--- src/rtl/mem_loader.sv ---
// Step-driven RAM loader: collects a hi and a lo byte from switches per word,
// writes the word at an incrementing address, and stops after LAST_ADDR.
module mem_loader #(
  parameter int unsigned            ADDR_W    = 8,
  parameter logic [ADDR_W-1:0]      LAST_ADDR = ADDR_W'(8'hFF)
) (
  input  logic              clk,
  input  logic              reset,
  input  logic              load_en,
  input  logic              step,
  input  logic [7:0]        sw,
  output logic              ram_we,
  output logic [ADDR_W-1:0] ram_addr,
  output logic [15:0]       ram_din,
  output logic              load_active,
  output logic              done,
  output logic [2:0]        state_out
);

  typedef enum logic [2:0] {
    IDLE   = 3'd0,
    GET_HI = 3'd1,
    GET_LO = 3'd2,
    WRITE  = 3'd3,
    DONE   = 3'd4
  } state_t;

  state_t            state, state_nxt;
  logic [ADDR_W-1:0] addr, addr_nxt;
  logic [7:0]        hi_byte, hi_nxt;
  logic [7:0]        lo_byte, lo_nxt;
  logic              step_q;
  logic              step_rise;

  assign step_rise = step & ~step_q;

  // Next-state; dropping load_en wins over everything, including a step edge
  always_comb begin
    state_nxt = state;
    addr_nxt  = addr;
    hi_nxt    = hi_byte;
    lo_nxt    = lo_byte;
    if (!load_en) begin
      state_nxt = IDLE;
    end else begin
      case (state)
        IDLE: begin
          state_nxt = GET_HI;
          addr_nxt  = '0;
        end
        GET_HI: begin
          if (step_rise) begin
            hi_nxt    = sw;
            state_nxt = GET_LO;
          end
        end
        GET_LO: begin
          if (step_rise) begin
            lo_nxt    = sw;
            state_nxt = WRITE;
          end
        end
        WRITE: begin
          if (addr == LAST_ADDR) begin
            state_nxt = DONE;
          end else begin
            addr_nxt  = addr + ADDR_W'(1);
            state_nxt = GET_HI;
          end
        end
        DONE:    state_nxt = DONE;
        default: state_nxt = IDLE;
      endcase
    end
  end

  // State and output registers; step_q resets high so a held step is not an edge
  always_ff @(posedge clk or posedge reset) begin
    if (reset) begin
      state       <= IDLE;
      addr        <= '0;
      hi_byte     <= '0;
      lo_byte     <= '0;
      step_q      <= 1'b1;
      ram_we      <= 1'b0;
      load_active <= 1'b0;
      done        <= 1'b0;
      state_out   <= 3'd0;
    end else begin
      state       <= state_nxt;
      addr        <= addr_nxt;
      hi_byte     <= hi_nxt;
      lo_byte     <= lo_nxt;
      step_q      <= step;
      ram_we      <= (state_nxt == WRITE);
      load_active <= (state_nxt != IDLE);
      done        <= (state_nxt == DONE);
      state_out   <= 3'(state_nxt);
    end
  end

  assign ram_addr = addr;
  assign ram_din  = {hi_byte, lo_byte};

endmodule
--- config.mk ---
export PLATFORM = sky130hd
export DESIGN_NAME = mem_loader
export DESIGN_NICKNAME = d
export VERILOG_FILES = /design/src/rtl/mem_loader.sv
export SDC_FILE = /design/constraint.sdc
export NUM_CORES = 1
export LEC_CHECK = 0
export ABC_CLOCK_PERIOD_IN_PS = 2300
export BUFFER_PORTS_ARGS = -buffer_cell sky130_fd_sc_hd__buf_4
export CAP_MARGIN = 20
export CORE_ASPECT_RATIO = 1.4
export CORE_UTILIZATION = 54
export CTS_CLUSTER_DIAMETER = 30
export DETAILED_ROUTE_END_ITERATION = 8
export PLACE_DENSITY = 0.92
export RECOVER_POWER = 100
export SYNTH_ARGS = -nofsm -noshare
export SYNTH_HDL_FRONTEND = slang
export SYNTH_SLANG_ARGS = --single-unit
--- constraint.sdc ---
create_clock -name clk -period 2.3 [get_ports clk]
set_input_delay 0.46 -clock clk [delete_from_list [all_inputs] [get_ports clk]]
set_output_delay 0.46 -clock clk [all_outputs]
set_load 0.05 [all_outputs]
== Yosys cells after proc, flatten, opt, wreduce, memory -nomap -nowiden ==
Index checks and enable logic that the tools add are counted.
Word-level totals
  flip-flop bits (word level): 31
  latch bits: 0
  bits in writable memories: 0
  ROM bits: 0
  output and inout bits: 30
  logic and storage cells: 32
  memories: 0
Operators by class
  add/sub/neg operators: 1
  multipliers: 0
  div/mod/pow operators: 0
  $lt $le $gt $ge: 0
  equality and inequality tests: 8
  shift operators: 0
  muxes and demuxes: 7
  bitwise gates (word level): 2
  reduce and logical (&&, ||, !) cells: 6
Operators with widths (number)
  one-hot mux 8 bit (2 select lines): 1
  one-hot mux 3 bit (5 select lines): 1
  two-way mux 3 bit: 4
  == test 3 x 2 -> 1 bit (second input constant): 3
  AND reduction 3 bit: 3
  adder 8 x 1 -> 8 bit (second input constant): 1
  == test 8 bit (second input constant): 1
  two-way mux 8 bit: 1
  == test 3 bit (second input constant): 2
  == test 3 x 1 -> 1 bit (second input constant): 1
  zero test 3 bit: 1
  nonzero test 3 bit: 1
  inequality test 2 bit (second input constant): 1
  nonzero test 2 bit: 1
  bitwise AND 1 bit: 1
  NOT 1 bit: 1

== Logic depth before layout (Yosys ltp) ==
Gate-level depths: netlist of run 1.
  depth after elaboration: 6
  gate-level depth with buffers: 5
  gate-level depth less buffers: 5

== Worst setup path after synthesis of run 1 ==
No wires, ideal clock.
  path kind: register to register
  start: register addr[0] (netlist: ram_addr[0])
  end: register addr[7] (netlist: ram_addr[7])
  arrival: 1716 ps
  required time: 2163 ps
  slack: 447 ps
  cell stages (with the launch flop): 6
  path buffers: 0
  period minus slack after synthesis: 1853 ps
  path through: dfrtp_1 > ha_1 > and3_2 > a2111oi_2 > xnor2_1 > nor2_1
On the way
  word-level cells in the longest chain between the ends: 3
  elaborated cells between the ends (all ways): 6
  those cells by class: 1 x add/sub; 2 x eq/ne; 2 x mux; 1 x reduce/logical
RTL lines
  from (decl): RTL line 29  | logic [ADDR_W-1:0] addr, addr_nxt;
  from (signal assigned): RTL line 91  | addr <= addr_nxt;
  adder 8 x 1 -> 8 bit / == test 8 bit (equally long branches): RTL line 67, 64
  two-way mux 8 bit / inequality test 2 bit (equally long branches)
  one-hot mux 8 bit (2 select lines) / AND reduction 3 bit (equally long branches)
Several ways; a longest one is shown, not always the timed one. The select of a mux whose other input is x is not followed.
A chain may end at the register's enable or synchronous reset.

==> results of run 1 <==
[flip-flops by register name, summed over array words and instances (netlist names)]
| signal | flops |
|---|---|
| load_active | 1 |
| hi_byte | 8 |
| lo_byte | 8 |
| state | 3 |
| ram_we | 1 |
| ram_addr | 8 |
| done | 1 |
| step_q | 1 |
[worst min-delay path by stage]
| stage | to | slack (ns) | depth (start not counted) |
|---|---|---|---|
| after detailed placement | hi_byte[6] | 0.48 | 1 |
| after CTS | ram_addr[4] | 0.19 | 3 |
| after floorplan | step_q | 0.46 | 0 |
| final | step_q | 0.25 | 1 |
| after global placement | hi_byte[1] | 0.48 | 1 |
| after global routing | step_q | 0.23 | 1 |
[cells in the mapped netlist (all sizes together), types with 3 or more instances]
master	n
nand2	4
nor2	5
a21oi	8
nand4	3
dfrtp	30
buf	4
mux2	17
o21ai	3
inv	3
[logic make-up (layout without fill, tap and decap cells)]
family | after synthesis | count (layout) | synth area share [%]
AOI/OAI and AO/OA | 22 | 22 | 10.98
and+or+nand+nor | 30 | 30 | 12.83
muxes | 18 | 18 | 16.26
buffers and inverters | 7 | 53 | 3.251
xor gates and xnor gates | 2 | 2 | 1.230
adders and majority gates | 1 | 1 | 0.8786
DFF | 31 | 31 | 54.57
[power breakdown]
group | total, µW | internal (µW) | switching [µW] | leakage [µW]
clock | 354 | 180 | 175 | 0.0000386
combinational | 374 | 76.1 | 298 | 0.000292
sequential | 647 | 609 | 38.4 | 0.000403
total | 1380 | 865 | 511 | 0.000733
[final cells by class]
| type | instances | share of cell area (%) |
|---|---|---|
| flip-flops and latches | 31 | 46.90 |
| multi-input cells | 73 | 33.69 |
| repair buffers | 42 | 12.01 |
| clock buffers | 8 | 4.154 |
| well taps | 34 | 2.568 |
| inverters | 3 | 0.6798 |
[per-stage QoR]
stage / util [%] / setup WS [ns] / cells / hold slack, ns
global route: 67.79 / 0.3312 / 191 / 0.2262
finish: 67.79 / 0.4679 / 191 / 0.2550
global placement: 71.48 / 0.4596 / 183 / 0.4783
floorplan: - / 0.4466 / 111 / 0.4645
CTS: 74.30 / 0.5047 / 191 / 0.1945
detailed placement: 71.48 / 0.4060 / 183 / 0.4822
[layer usage]
layer / up-vias / global-route usage [%] / wire [µm]
met1: 501 / 26.78 / 1151
met5: - / 0 / 0
met4: 0 / 6.818 / 40
li1: 494 / - / -
met3: 6 / 6.936 / 176
met2: 47 / 35.36 / 1362
[worst register-to-register path: stages (launching register included)]
cell      delay [ns]
dfrtp_1         0.42
ha_1            0.25
and3_1          0.24
a211oi_1        0.47
a31o_2          0.23
a21oi_1         0.05
==> impl_metrics.json, run 1 <==
{
  "status": "complete, but fails checks",
  "violations": "max-capacitance violations, max-slew violations",
  "areaGrowthSynthToFinish_pct": 16.34,
  "crit_chain": "clkbuf_1",
  "synth_area_leaders": "dfrtp_1, mux2_4, mux2_1, a21oi_1, dfstp_2",
  "setup_viol": 0,
  "post_synth.cell_area_avg_um2": 12.83,
  "diodes": 0,
  "cpLargestDelayFamily": "flip-flops",
  "grt_pass1_wl_mm": 4.540,
  "clockBufferDepth": 2,
  "slowest_delay_ns": 0.54,
  "drtAntennaViolNets": 0,
  "ys.flop_type": "dfrtp_1",
  "detailedRoute.firstPassIterationCount": 4,
  "drtIter0Drc": 37,
  "cap_viol_max_count": 1,
  "synth-edff-count": 0,
  "worst-path-buf-inv": 1,
  "core_area_um2": 2444,
  "cts_tree": "done",
  "antenna_found_initial": 0,
  "grt_pass1_vias": 1001,
  "drc": 0,
  "register_area_um2": 777.0,
  "worstPathArrival_ns": 1.37,
  "cts_buffers": 5,
  "layout-drive-gt1-share_pct": 14.65,
  "die-area_um2": 2849,
  "required_ns": 1.84,
  "cts_root_buf": "clkbuf_4",
  "tns_ns": 0,
  "postCtsResizedCells": 0,
  "final-max-slew-violation-count": 32,
  "crit_type": "flop to output port",
  "final_common_cell": "clkbuf_1",
  "critPathLaunchType": "flop",
  "cp.depth": 1,
  "ir_drop_mv": 0.5203,
  "post_drt_wl_per_cell_um": 14.30,
  "path_clk_slew_ns": 0.08,
  "hold_class": "input pin to flop",
  "reg2reg_from": "ram_addr[0]",
  "portBuffers": 41,
  "synth-async-reset-ratio_pct": 100.0,
  "die_h_um": 62.76,
  "syn-num-nets": 124,
  "yosysTopAreaCellShare_pct": 52.72,
  "ioPinCount": 42,
  "placed_cell_area_um2": 1747,
  "crit_path_max_fanout": 12,
  "worstMarginPinSlew_ns": 1.545,
  "crit_start": "state[1]",
  "post-cts-setup-buffer-count": 0,
  "ys_seq_elements": 31,
  "worst_clock_skew_ns": 0.009392,
  "stdcell_area_um2": 1657,
  "multiInputGateArea_um2": 558.0,
  "finalCriticalPeriod_ns": 1.832,
  "cp_slowest_cell": "dfrtp_1",
  "min_from": "step",
  "power_uw": 1376,
  "yosysTopAreaCell": "dfrtp_1",
  "final_cell_mix": "clkbuf_1, dfrtp_1, mux2_1",
  "groute.usage.overall_pct": 21.86,
  "initial_core_util_pct": 58.27,
  "syn_area_um2": 1424,
  "cp-endpoint": "state_out[1]",
  "synth_cell_types": 42,
  "post-route-period-util_pct": 79.66,
  "cts_sinks": 31,
  "rsz0062_at_grt": "no",
  "die_w_um": 45.40,
  "hold_violations": 0,
  "vias_per_cell": 5.487,
  "power.density_nw_per_um2": 830.5,
  "ys_warn_count": 0,
  "cts_hold_buf": 0,
  "htreeDepth": 2,
  "finalNetCount": 169,
  "rrSetupSlack_ns": 0.52,
  "gp_congestion": 0.8338,
  "slew_headroom_pct": -2.988,
  "p_leak_uw": 0.0007330,
  "clk_latency_ns": 0.33,
  "grt_max_degree": 32,
  "overflow": 0,
  "wl_mm": 2.731,
  "num-fill-cells": 229,
  "endpoint_kind": "output port",
  "synthCells": 111,
  "r2r-end": "ram_addr[5]",
  "num_rows": 21,
  "ff2ff_path_depth": 5,
  "max_freq_ghz": 0.5458,
  "hpwl_mm": 2.063,
  "vias": 1048,
  "synth-seq-area-share_pct": 54.57
}
Power figures use the tool's default switching activity.
==> run 2, diff against run 1 <==
--- a/config.mk
+++ b/config.mk
@@ -5,14 +5,14 @@
 export SDC_FILE = /design/constraint.sdc
 export NUM_CORES = 1
 export LEC_CHECK = 0
-export ABC_CLOCK_PERIOD_IN_PS = 2300
+export ABC_CLOCK_PERIOD_IN_PS = 1800
 export BUFFER_PORTS_ARGS = -buffer_cell sky130_fd_sc_hd__buf_4
 export CAP_MARGIN = 20
 export CORE_ASPECT_RATIO = 1.4
-export CORE_UTILIZATION = 54
+export CORE_UTILIZATION = 50
 export CTS_CLUSTER_DIAMETER = 30
 export DETAILED_ROUTE_END_ITERATION = 8
-export PLACE_DENSITY = 0.92
+export PLACE_DENSITY = 0.87
 export RECOVER_POWER = 100
 export SYNTH_ARGS = -nofsm -noshare
 export SYNTH_HDL_FRONTEND = slang
==> constraint.sdc (replaced) <==
create_clock -name clk -period 1.8 [get_ports clk]
set_input_delay 0.36 -clock clk [delete_from_list [all_inputs] [get_ports clk]]
set_output_delay 0.36 -clock clk [all_outputs]
set_load 0.05 [all_outputs]
==> run 2 against run 1 <==
The flow now finishes without violations; non-clock buffer count increased by 4; largest cell class unchanged; via count rose by 1.8%; critical endpoint is now ram_addr[7]; design area increased by 4.5%; sequential cell count unchanged; global-route usage increased by 0.45 points; sequential share of layout area shrank 1.8 points; cell count grew 3.1%; power is 36% higher; die area increased by 7.7%; critical path type is now flop to flop; combinational power is 31% higher.
==> impl_metrics.json, run 2 (synthesis results as in run 1) <==
{
  "cts_hold_buf": 0,
  "post_drt_wl_per_cell_um": 14.71,
  "r2r-end": "ram_addr[7]",
  "register_area_um2": 780.7,
  "die_w_um": 47.10,
  "cpLargestDelayFamily": "flip-flops",
  "die_h_um": 65.14,
  "die-area_um2": 3068,
  "cts_root_buf": "clkbuf_4",
  "worst_clock_skew_ns": 0.01000,
  "final-max-slew-violation-count": 0,
  "final_cell_mix": "dfrtp_1, clkbuf_1, mux2_1",
  "combPwrFrac_pct": 26.2,
  "status": "finished, final reports clean",
  "detailedRoute.firstPassIterationCount": 4,
  "holdPathEnd": "step_q",
  "multiInputGateArea_um2": 571.8,
  "placed_cell_area_um2": 1783,
  "final_cells": 197,
  "antenna_found_initial": 0,
  "rsz0062_at_grt": "no",
  "internal_power_uw": 1209,
  "grt_pass1_wl_mm": 4.740,
  "drtIter0Drc": 46,
  "net-switching-power_uw": 665.1,
  "pwr-share-clk_pct": 29.9,
  "vias_per_cell": 5.416,
  "reg2reg_from": "ram_addr[0]",
  "p_leak_uw": 0.0007847,
  "setup_viol": 0,
  "slowest_delay_ns": 0.43,
  "hold_depth": 1,
  "endpoint_kind": "flop",
  "hold_class": "input pin to flop",
  "clockBufferDepth": 2,
  "p_seq_share_pct": 44.0,
  "crit_path_max_fanout": 5,
  "initial_core_util_pct": 53.33,
  "crit_chain": "ha_1, and3_1, a2111oi_2, xnor2_1, nor2_1",
  "pre_cts_slack_ns": 0.07764,
  "finalWorstSetupSlack_ns": 0.1219,
  "worstPathArrival_ns": 1.88,
  "overflow": 0,
  "htreeDepth": 2,
  "cp_slowest_cell": "dfrtp_2",
  "required_ns": 2.00,
  "ir_drop_mv": 0.7139,
  "vias": 1067,
  "path_clk_slew_ns": 0.10,
  "ff2ff_path_depth": 5,
  "cts_buffers": 5,
  "hpwl_mm": 2.168,
  "grt_pass1_vias": 1040,
  "diodes": 0,
  "num_rows": 22,
  "layout-drive-gt1-share_pct": 25.47,
  "min_from": "step",
  "drtAntennaViolNets": 0,
  "groute.usage.overall_pct": 22.31,
  "final_common_cell": "dfrtp_1",
  "dp_cells": 189,
  "hold_violations": 0,
  "crit_type": "flop to flop",
  "stdcell_area_um2": 1730,
  "wl_mm": 2.897,
  "finalCriticalPeriod_ns": 1.678,
  "power.density_nw_per_um2": 1083,
  "cap_viol_max_count": 0,
  "portBuffers": 41,
  "tns_ns": 0,
  "cts_tree": "done",
  "critPathLaunchType": "flop",
  "num-fill-cells": 253,
  "finalNetCount": 173,
  "cts_sinks": 31,
  "areaGrowthSynthToFinish_pct": 21.53,
  "crit_start": "ram_addr[0]",
  "ioPinCount": 42,
  "slew_headroom_pct": 51.97,
  "rrSetupSlack_ns": 0.12,
  "clk_latency_ns": 0.33,
  "gp_congestion": 0.9205,
  "max_freq_ghz": 0.5959,
  "core_area_um2": 2670,
  "post-route-period-util_pct": 93.23,
  "drc": 0,
  "worstMarginPinSlew_ns": 0.7204,
  "p_sw_share_pct": 35.49,
  "worst-path-buf-inv": 0,
  "grt_max_degree": 32
}
-- run 2: how the worst max path moves through the flow --
stage | to | slack (ns) | cells after the start
after floorplan | lo_byte[0] | 0.03 | 4
after global placement | lo_byte[5] | 0.13 | 4
after detailed placement | lo_byte[5] | 0.08 | 3
after CTS | lo_byte[7] | 0.06 | 3
after global routing | ram_addr[7] | 0.03 | 5
final | ram_addr[7] | 0.12 | 5
-- run 2: layout make-up --
| type | instances | area share (%) |
|---|---|---|
| flip-flops and latches | 31 | 45.12 |
| inverters | 3 | 0.6508 |
| repair buffers | 46 | 13.59 |
| clock buffers | 6 | 2.965 |
| clock inverters | 2 | 2.025 |
| well taps | 36 | 2.603 |
| multi-input cells | 73 | 33.04 |
-- run 2: power groups by stage --
stage | logic (µW) | clock network [µW] | registers [µW]
CTS | 589 | 575 | 828
detailed placement | 588 | 0 | 842
global placement | 577 | 0 | 834
global route | 520 | 608 | 836
floorplan | 116 | 0 | 1120
finish | 490 | 560 | 824
-- run 2: what timing repair did --
| item | in CTS | in global routing |
|---|---|---|
| gates resized for setup | 0 | 1 |
| setup endpoints to repair | 0 | 8 |
| setup buffers | 0 | 0 |
-- run 2: routing by layer --
layer | vias to the layer above | GRT usage, % | part of all wire, %
met4 | 0 | 8.571 | 1.8
met1 | 517 | 22.88 | 37
met3 | 6 | 7.143 | 5.5
li1 | 502 | - | -
met2 | 42 | 39.76 | 55
met5 | - | 0 | 0
-- run 2: metrics by stage --
stage / power (µW) / util, % / hold WS [ns]
after floorplan: 1237 / - / 0.3645
after global placement: 1412 / 66.78 / 0.4590
after detailed placement: 1430 / 66.78 / 0.4652
after CTS: 1992 / 70.01 / 0.09201
after global routing: 1963 / 64.81 / 0.1252
final: 1874 / 64.81 / 0.1519
